## config.mk

```make
export PLATFORM = sky130hd
export DESIGN_NAME = timer_cnt_cmp
export DESIGN_NICKNAME = d
export VERILOG_FILES = /design/src/rtl/timer_cnt_cmp.sv
export SDC_FILE = /design/constraint.sdc
export NUM_CORES = 1
export LEC_CHECK = 0
export BUFFER_PORTS_ARGS = -buffer_cell sky130_fd_sc_hd__buf_2
export CORE_MARGIN = 1
export CORE_UTILIZATION = 50
export DETAILED_ROUTE_END_ITERATION = 8
export GPL_TIMING_DRIVEN = 1
export PLACE_DENSITY = 0.74
export SYNTH_ARGS = -nofsm -noshare
export SYNTH_HDL_FRONTEND = slang
export SYNTH_SLANG_ARGS = --single-unit
```

## constraint.sdc

```tcl
create_clock -name clk -period 5.11 [get_ports clk]
set_clock_uncertainty 0.1 [all_clocks]
set_input_delay 0 -clock clk [delete_from_list [all_inputs] [get_ports clk]]
set_output_delay 0 -clock clk [all_outputs]
set_load 0.01 [all_outputs]
```

## src/rtl/timer_cnt_cmp.sv

```systemverilog
// timer_cnt_cmp: 64-bit free-running timer counter with a 64-bit compare
// register and a sticky compare-match interrupt status.
//
// Optional feature macro: TIMER_CNT_OVF_FLAG_EN adds a sticky overflow flag
// (ovf_st) with its clear strobe (ovf_clr).
//
// Ports:
//   clk, rst_n          clock, asynchronous active-low reset
//   cnt_en              one-cycle count-enable strobe
//   timer_en            timer enable level; its falling edge clears the counter
//   wdata, wstrb        register write data and byte strobes
//   cnt_lo_wr/cnt_hi_wr counter write strobes for bits [31:0] / [63:32]
//   cmp_lo_wr/cmp_hi_wr compare write strobes for bits [31:0] / [63:32]
//   int_en, int_clr     interrupt mask and write-one-to-clear for int_st
//   ovf_clr             overflow flag clear (TIMER_CNT_OVF_FLAG_EN only)
//   cnt, cmp            current counter and compare values (registered)
//   int_st              sticky compare-match status (registered)
//   ovf_st              sticky overflow status (TIMER_CNT_OVF_FLAG_EN only)
//   tim_int             interrupt request, int_st & int_en (combinational)

module timer_cnt_cmp (
    input  logic        clk,
    input  logic        rst_n,
    input  logic        cnt_en,
    input  logic        timer_en,
    input  logic [31:0] wdata,
    input  logic [3:0]  wstrb,
    input  logic        cnt_lo_wr,
    input  logic        cnt_hi_wr,
    input  logic        cmp_lo_wr,
    input  logic        cmp_hi_wr,
    input  logic        int_en,
    input  logic        int_clr,
`ifdef TIMER_CNT_OVF_FLAG_EN
    input  logic        ovf_clr,
    output logic        ovf_st,
`endif
    output logic [63:0] cnt,
    output logic [63:0] cmp,
    output logic        int_st,
    output logic        tim_int
);

    localparam int unsigned HALF_W = 32;
    localparam int unsigned CNT_W  = 64;
    localparam int unsigned STRB_W = 4;

    logic [CNT_W-1:0] r_cnt;
    logic [CNT_W-1:0] r_cmp;
    logic             r_int_st;
    logic             r_timer_en_d;

    logic [CNT_W-1:0] w_cnt_nxt;
    logic [CNT_W-1:0] w_cmp_nxt;
    logic             w_int_nxt;
    logic             w_cnt_wr;
    logic             w_fall;
    logic             w_inc;
    logic             w_match;
    logic             w_wrap;

    // Byte-strobed merge of write data into one 32-bit half.
    function automatic logic [HALF_W-1:0] f_merge(
        input logic [HALF_W-1:0] old_val,
        input logic [HALF_W-1:0] data,
        input logic [STRB_W-1:0] strb
    );
        logic [HALF_W-1:0] res;
        res = old_val;
        for (int unsigned b = 0; b < STRB_W; b++) begin
            if (strb[b]) res[8*b +: 8] = data[8*b +: 8];
        end
        return res;
    endfunction

    // Next-state logic: write > falling-edge clear > increment > hold.
    always_comb begin
        w_cnt_wr  = cnt_lo_wr | cnt_hi_wr;
        w_fall    = r_timer_en_d & ~timer_en;
        w_inc     = cnt_en & timer_en;
        w_match   = (r_cnt == r_cmp);
        w_wrap    = 1'b0;
        w_cnt_nxt = r_cnt;
        w_cmp_nxt = r_cmp;

        if (w_cnt_wr) begin
            if (cnt_lo_wr) w_cnt_nxt[HALF_W-1:0]     = f_merge(r_cnt[HALF_W-1:0], wdata, wstrb);
            if (cnt_hi_wr) w_cnt_nxt[CNT_W-1:HALF_W] = f_merge(r_cnt[CNT_W-1:HALF_W], wdata, wstrb);
        end else if (w_fall) begin
            w_cnt_nxt = '0;
        end else if (w_inc) begin
            w_cnt_nxt = r_cnt + CNT_W'(1);
            w_wrap    = &r_cnt;
        end

        if (cmp_lo_wr) w_cmp_nxt[HALF_W-1:0]     = f_merge(r_cmp[HALF_W-1:0], wdata, wstrb);
        if (cmp_hi_wr) w_cmp_nxt[CNT_W-1:HALF_W] = f_merge(r_cmp[CNT_W-1:HALF_W], wdata, wstrb);

        // Set wins over clear.
        w_int_nxt = w_match | (r_int_st & ~int_clr);
    end

    // State registers.
    always_ff @(posedge clk or negedge rst_n) begin
        if (!rst_n) begin
            r_cnt        <= '0;
            r_cmp        <= '1;
            r_int_st     <= 1'b0;
            r_timer_en_d <= 1'b0;
        end else begin
            r_cnt        <= w_cnt_nxt;
            r_cmp        <= w_cmp_nxt;
            r_int_st     <= w_int_nxt;
            r_timer_en_d <= timer_en;
        end
    end

`ifdef TIMER_CNT_OVF_FLAG_EN
    logic r_ovf_st;

    // Sticky overflow flag, set only by an increment that wraps.
    always_ff @(posedge clk or negedge rst_n) begin
        if (!rst_n) begin
            r_ovf_st <= 1'b0;
        end else if (w_wrap) begin
            r_ovf_st <= 1'b1;
        end else if (ovf_clr) begin
            r_ovf_st <= 1'b0;
        end
    end

    assign ovf_st = r_ovf_st;
`else
    // Wrap detect only feeds the optional overflow flag.
    logic w_unused;
    assign w_unused = w_wrap;
`endif

    assign cnt     = r_cnt;
    assign cmp     = r_cmp;
    assign int_st  = r_int_st;
    assign tim_int = r_int_st & int_en;

endmodule

```

==> results of run 1 <==
-- worst paths after layout --
check	end	slack [ns]	cells after the start
max in group asynchronous	cnt[32]$_DFFE_PN0P_	3.38	3
worst min-delay path	cnt[61]$_DFFE_PN0P_	0.09	5
worst min register to register	int_st$_DFF_PN0_	0.46	2
worst max register to register	cnt[62]$_DFFE_PN0P_	1.78	8
min in group asynchronous	cnt[3]$_DFFE_PN0P_	0.15	2
worst max-delay path	cnt[62]$_DFFE_PN0P_	1.78	8
-- flip-flops by register name (all words and copies together) (netlist names) --
name          cells
cmp              64
cnt              64
int_st            1
r_timer_en_d      1
-- kinds of logic after synthesis --
| family | after synthesis | share of synthesized area (%) |
|---|---|---|
| compound gates | 182 | 15.9 |
| fa+ha+maj | 1 | 0.157 |
| buf+inv | 80 | 4.08 |
| mux | 71 | 9.94 |
| xor+xnor | 64 | 7.04 |
| flops | 130 | 41.8 |
| simple gates | 308 | 21.1 |
-- report_power, final --
group | switching, mW | internal, mW | leakage, nW
combinational | 0.539 | 0.436 | 2.16
clock | 0.466 | 0.854 | 0.311
sequential | 0.309 | 1.25 | 1.48
-- metrics by stage --
stage	cells	cell area (µm²)	setup WS, ns	util (%)
2_1_floorplan	836	7970	2.69	-
3_3_place_gp	1166	8920	2.08	58.0
3_5_place_dp	1166	8920	2.00	58.0
4_1_cts	1239	9960	1.90	64.8
5_1_grt	1239	9960	1.69	64.8
6_report	1240	9960	1.78	64.8
-- metal layers --
layer  part of all wire, %  GRT usage, %  up-vias  wire length (µm)
met1                    40          50.3     3942             11700
li1                      -             -     3525                 -
met2                    44          52.1      600             12700
met5                     0             0        -                 0
met3                    11          9.06       90              3310
met4                   4.2          18.3        0              1230
-- worst max-delay path, cell delays in order, from the launching register on --
cell,delay [ns]
dfrtp_1,0.47
ha_1,0.27
nand3_1,0.30
nor4_2,0.31
buf_4,0.29
nand3_1,0.37
o31ai_1,0.39
o211ai_1,0.13
dlygate4sd3_1,0.57
-- placed cells by master (no fill, tap or decap), types with 10 or more instances in the layout --
master | netlist | final
o21ai_0 | 46 | 45
buf_4 | 0 | 10
clkbuf_16 | 0 | 17
nand3_1 | 55 | 55
mux2_2 | 65 | 65
and3_1 | 12 | 12
a32oi_1 | 13 | 13
dlygate4sd3_1 | 0 | 41
a31oi_1 | 11 | 11
inv_1 | 15 | 15
nand2_1 | 71 | 70
nand4_1 | 49 | 49
nor3_1 | 20 | 20
nor2_1 | 31 | 30
dfrtp_1 | 66 | 66
o31a_1 | 13 | 13
dfstp_2 | 64 | 64
buf_2 | 19 | 174
nor4_1 | 19 | 19
xnor2_1 | 64 | 64
a21oi_1 | 23 | 23
-- layout make-up --
class / instances / area, µm² / area share, %
flip-flops and latches: 130 / 3330 / 33.5
clock buffers: 23 / 478 / 4.80
multi-input cells: 626 / 4320 / 43.4
repair buffers: 225 / 1360 / 13.6
clock inverters: 9 / 153 / 1.53
diodes: 1 / 2.50 / 0.0251
inverters: 15 / 56.3 / 0.565
well taps: 211 / 264 / 2.65
-- what timing repair did --
item	CTS	global route
buffers inserted	0	0
endpoints found under the hold margin	154	0
hold buffers	41	0
==> impl_results.md, run 1 <==
- Cts bufs inserted: 17
- Max Freq: between 300 and 400 MHz
- Hold Startpoint: cnt_en
- Yosys reg bits: 130
- Top_reg_cell synth: dfrtp_1
- Final wirelength: ~29 mm
- Sum Neg Setup Slack: 0 ns
- Initial Util: roughly half
- Cell Area, Synth: between 7000 and 8000 µm²
- Final ANT Viol Nets: 0
- Hold crit path type: input port to register
- Power, Total: approximately 3.9 mW
- Post-Syn Nets: roughly 880
- Syn avg cell area: roughly 9.5 µm²
- Fillers: 1260
- Die Height: 128 µm
- Relative slew slack: 26.8%
- Die W: roughly 130 µm
- Peak VDD IR: 0.226 mV
- Top post-synthesis cells by area: dfstp_2 (21%), dfrtp_1 (21%), mux2_2 (9.2%)
- Vias per inst: approximately 6.6
- CP arrival: 3.53 ns
- Post-CTS sizing: 0
- RR Startpoint: cnt[0]$_DFFE_PN0P_
- Worst setup EP type: register
- GPL Wtd Cong: roughly 0.96
- Status: finished, final reports clean
- Yosys warning count: 0
- Drt pass-1 iters: 6
- Synth Instances: 836
- All-Layer GR Usage: 36.2%
- HPWL Detailed: slightly above 20 mm
- CP Max Fanout: 19
- Fin. Hold Viols: 0
- # clock sinks: 130
- Leakage power: ~4 nW
- Asr flop ratio synth: 100%
- Post-synthesis cell type count: 62
- CP startpoint kind: register
- # setup viols final: 0
- Pwr/cell area: around 390 nW/µm²
- Final worst path period share: 65.1%
- Area leader, netlist: dfstp_2
- Pin count of the biggest net entering global routing: between 70 and 80
- Clk_lat worst skew: between 0.4 and 0.5 ns
- Initial antenna violation count: 2
- Post-synth top cells: nand2_1 (71), dfrtp_1 (66), mux2_2 (65)
- Area growth syn-to-layout: 25.0%
- Maxcap violations: 0
- Top-count cell post-synth: nand2_1
- Share of the synthesized area in the top cell type: about a fifth
- Routed WL per cell: ~23 µm
- Clock Tree Root: clkbuf_16
- Core area: about 15000 µm²
- IO Pins: ~180
- Std-Cell Rows: 45
- Die area: roughly 16000 µm²
- Number of synthesized flops with an enable pin: 0
- Clock input transition at the sequential cells of the worst setup and hold paths: ~0.06 ns
- Vias in the first global route: 7386
- Final hold slack: approximately 0.094 ns
- Clock buffer depth: 2
- Layout cell share with drive strength beyond 1: approximately a third
- First-pass GRT wire length: 44.1 mm
- Vias: roughly 8200
- CP startpoint: cnt[0]$_DFFE_PN0P_
- Required @ worst endpoint: approximately 5.3 ns
- Fin. max-slew vios: 0
- RSZ-0062 raised after global routing: false
- CTS tree: built
- Overflow after GRT: 0
- Layout Nets: 1062
- Least-Margin Pin Slew: approximately 1.1 ns
- Period minus WS final: between 3 and 4 ns
- Port-buffer cells: about 180
- Initial DRC count: 1011
- H-Tree Depth: 4
- Crit path kind: register to register
- Seq/Total Area, Yosys: between 40% and 50%
- DRC: 0
No activity file was read; power rests on OpenSTA's default activity.
==> run 2, diff against run 1 <==
Settings changed: ABC_AREA from default to 1.
Clock period 5.11 ns to 3.15 ns, I/O delays scaled along.
==> run 2 against run 1 <==
Net effect: total power is 55% higher; via count increased by 9.8%; sequential power increased by 56%; worst hold slack worse by 0.091 ns; clock power increased by 53%; final area is 4.6% higher; area after synthesis increased by 5.0%; critical endpoint is now cnt[34]$_DFFE_PN0P_.
==> impl_results.md, run 2 <==
- Status: finished, final reports clean
- Overflow after GRT: 0 (unchanged)
- Die W: 131 µm (+2.4%)
- Top post-synthesis cells by area: dfstp_2 (20%), dfrtp_1 (20%), nand2_1 (14%)
- Worst setup endpoint: cnt[34]$_DFFE_PN0P_
- Fin. Hold Viols: 0 (unchanged)
- Cts bufs inserted: 17 (unchanged)
- Area leader, netlist: dfstp_2
- Port-buffer cells: 175 (unchanged)
- Clock power frac: 33.8% (-0.4 points)
- Maxcap violations: 0 (unchanged)
- Power, Total: 5.98 mW (+55%)
- Psw: 2.11 mW (+60%)
- IO Pins: 176 (unchanged)
- CP arrival: 2.56 ns (-0.97 ns)
- WL met1: 13.1 mm (+12%)
- Synth Area in Compound Gates: 12.7% (-3.2 points)
- # clock sinks: 130 (unchanged)
- Sequential share of power: 40.7% (+0.2 points)
- Required @ worst endpoint: 3.39 ns (-1.93 ns)
- Number of synthesized flops with an enable pin: 0 (unchanged)
- R2R cell count: 9 (+1)
- Final worst slack: 0.829 ns (-0.955 ns)
- Share of the synthesized area in the top cell type: 20.1% (-1.0 points)
- Yosys reg bits: 130 (unchanged)
- Die Height: 131 µm (+2.4%)
- Reg-to-reg slack, setup: 0.83 ns (-0.96 ns)
- Max Used Layer: met5
- Pint: 3.87 mW (+52%)
- Switching part of the total power: 35.2% (+1.2 points)
- Post-synthesis cell type count: 37 (-40%)
- Least-Margin Pin Slew: 0.678 ns (-0.412 ns)
- Fin. max-slew vios: 0 (unchanged)
- Placed cells: 1569 (+35%)
- Relative slew slack: 54.6% (+28 points)
- Initial Util: 51.9% (+0.059 points)
- DRC: 0 (unchanged)
- Peak VDD IR: 0.381 mV (+69%)
- Final hold slack: 0.00301 ns (-0.0913 ns)
- Initial DRC count: 741 (-27%)
- Vias per inst: 5.47 (-17%)
- CP Max Fanout: 6 (-13)
- Pwr/cell area: 574 nW/µm² (+48%)
- Post-Synth Adder-Cell Area: 0.150% (-0.0074 points)
- Post-synth top cells: nand2_1 (303), nor2_1 (225), o21ai_0 (105)
- CP startpoint kind: register
- Asr flop ratio synth: 100% (unchanged)
- Ant. Diodes: 0 (-1)
- Layout Nets: 1456 (+37%)
- Footprint of the multi-input gates: 4510 µm² (+4.3%)
- Layout cell share with drive strength beyond 1: 23.8% (-11 points)
- CTS tree: built
- Clk_lat worst skew: 0.43 ns (about the same)
- Most frequent cells in the layout: nand2_1 (303), nor2_1 (225), buf_2 (174)
- Mux cell area share after synthesis: 0% (-9.9 points)
- Vias in the first global route: 8439 (+14%)
- Placed Area: 9460 µm² (+6.0%)
- Max Freq: 431 MHz (+43%)
- Sum Neg Setup Slack: 0 ns (unchanged)
- CP startpoint: cnt[1]$_DFFE_PN0P_
- Finished Core Util: 64.7% (-0.13 points)
- Top_reg_cell synth: dfrtp_1
- Yosys warning count: 0 (unchanged)
- Worst setup EP type: register
- Crit path kind: register to register
- XOR/XNOR Fraction of Synth Area: 6.07% (-0.96 points)
- Pin count of the biggest net entering global routing: 82 (+14%)
- WL met2: 13.2 mm (+3.8%)
- Leakage power: 4.79 nW (+21%)
- Post-Synth Simple-Gate Area: 35.0% (+14 points)
- Die area: 17200 µm² (+4.9%)
- Initial antenna violation count: 1 (-1)
- Post-Syn Nets: 1243 (+41%)
- Clock input transition at the sequential cells of the worst setup and hold paths: 0.06 ns (about the same)
- Post-CTS sizing: 0 (unchanged)
- Dpl ws: 0.937 ns (-1.07 ns)
- Drt pass-1 iters: 6 (unchanged)
- Clock buffer depth: 2 (unchanged)
- RR Startpoint: cnt[1]$_DFFE_PN0P_
- Combinational share of power: 25.5% (+0.2 points)
- Final instance area: 10400 µm² (+4.6%)
- GPL Wtd Cong: 1.00 (+4.4%)
- Final ANT Viol Nets: 0 (unchanged)
- First-pass GRT wire length: 46.3 mm (+5.1%)
- Top-count cell post-synth: nand2_1
- Vias: 8959 (+9.8%)
- All-Layer GR Usage: 35.1% (-1.1 points)
- # setup viols final: 0 (unchanged)
- RSZ-0062 raised after global routing: false
- Routed WL per cell: 18.0 µm (-23%)
- Seq. cell area: 3330 µm² (unchanged)
- Area growth syn-to-layout: 24.6%
- WL met3: 2.28 mm (-31%)
- Period minus WS final: 2.32 ns (-1.00 ns)
- Most common cell after layout, fill and taps aside: nand2_1
- Synth Instances: 1196 (+43%)
- Syn avg cell area: 6.99 µm² (-27%)
- Fillers: 1507 (+20%)
- Hold Crit Depth: 5 (unchanged)
- Clock Tree Root: clkbuf_16
- Reg2Reg Capture Point: cnt[34]$_DFFE_PN0P_
- H-Tree Depth: 4 (unchanged)
- Hold crit path type: input port to register
- Seq/Total Area, Yosys: 39.9% (-2.0 points)
- Std-Cell Rows: 46 (+2.2%)
- Cell Area, Synth: 8360 µm² (+5.0%)
- Final wirelength: 29.5 mm (+1.6%)
- Final worst path period share: 73.7% (+8.6 points)
- Fin cells: 1638 (+32%)
- Combinational family with the most area after synthesis: simple AND/OR/NAND/NOR gates
- Core area: 16100 µm² (+4.8%)
- HPWL Detailed: 22.1 mm (+7.1%)
## run 2: final cells by class
class	count	share of cell area [%]
repair buffers	219	12.6
multi-input cells	934	43.2
clock buffers	21	4.53
flip-flops and latches	130	32.0
clock inverters	11	1.20
inverters	107	3.87
well taps	216	2.59
## run 2: how the worst min path moves through the flow
| stage | startpoint | endpoint | slack, ns |
|---|---|---|---|
| after floorplan | rst_n | cnt[0]$_DFFE_PN0P_ | -0.40 |
| after global placement | rst_n | cmp[6]$_DFFE_PN1P_ | -0.03 |
| after detailed placement | rst_n | cmp[6]$_DFFE_PN1P_ | -0.03 |
| after CTS | cnt_hi_wr | cnt[33]$_DFFE_PN0P_ | 0.002 |
| after global routing | cnt_hi_wr | cnt[37]$_DFFE_PN0P_ | 0.05 |
| final | cnt_hi_wr | cnt[33]$_DFFE_PN0P_ | 0.003 |
## run 2: power by group through the flow
stage,logic (mW),registers (mW),clock network [mW]
3_5_place_dp,1.47,2.45,0
4_1_cts,1.52,2.43,2.03
6_report,1.52,2.44,2.02
2_1_floorplan,0.833,2.45,0
3_3_place_gp,1.46,2.44,0
5_1_grt,1.69,2.48,2.10
## run 2: kinds of logic (layout without fill, tap and decap cells)
family | Yosys count | count (layout)
buf+inv | 132 | 358
simple gates | 681 | 681
compound gates | 194 | 194
fa+ha+maj | 1 | 1
xor+xnor | 58 | 58
flops | 130 | 130
## run 2: routing by layer
layer / GRT usage [%] / vias up
met1: 48.4 / 4204
met4: 14.8 / 2
li1: - / 4282
met5: 0 / -
met3: 6.33 / 50
met2: 54.1 / 421
## run 2: what timing repair did
item / 4_1_cts / 5_1_grt
setup endpoints to repair: 0 / 0
endpoints found under the hold margin: 205 / 0
buffers inserted: 0 / 0
hold buffers: 37 / 0
## run 2: worst max-delay path, cell delays in order, from the launching register on
cell	delay [ns]
dfrtp_1	0.45
ha_1	0.24
nand3_1	0.12
nor2_2	0.16
nand3_1	0.31
nor2_1	0.49
nand2_1	0.09
nand2_1	0.07
nand3_1	0.06
a21boi_1	0.15
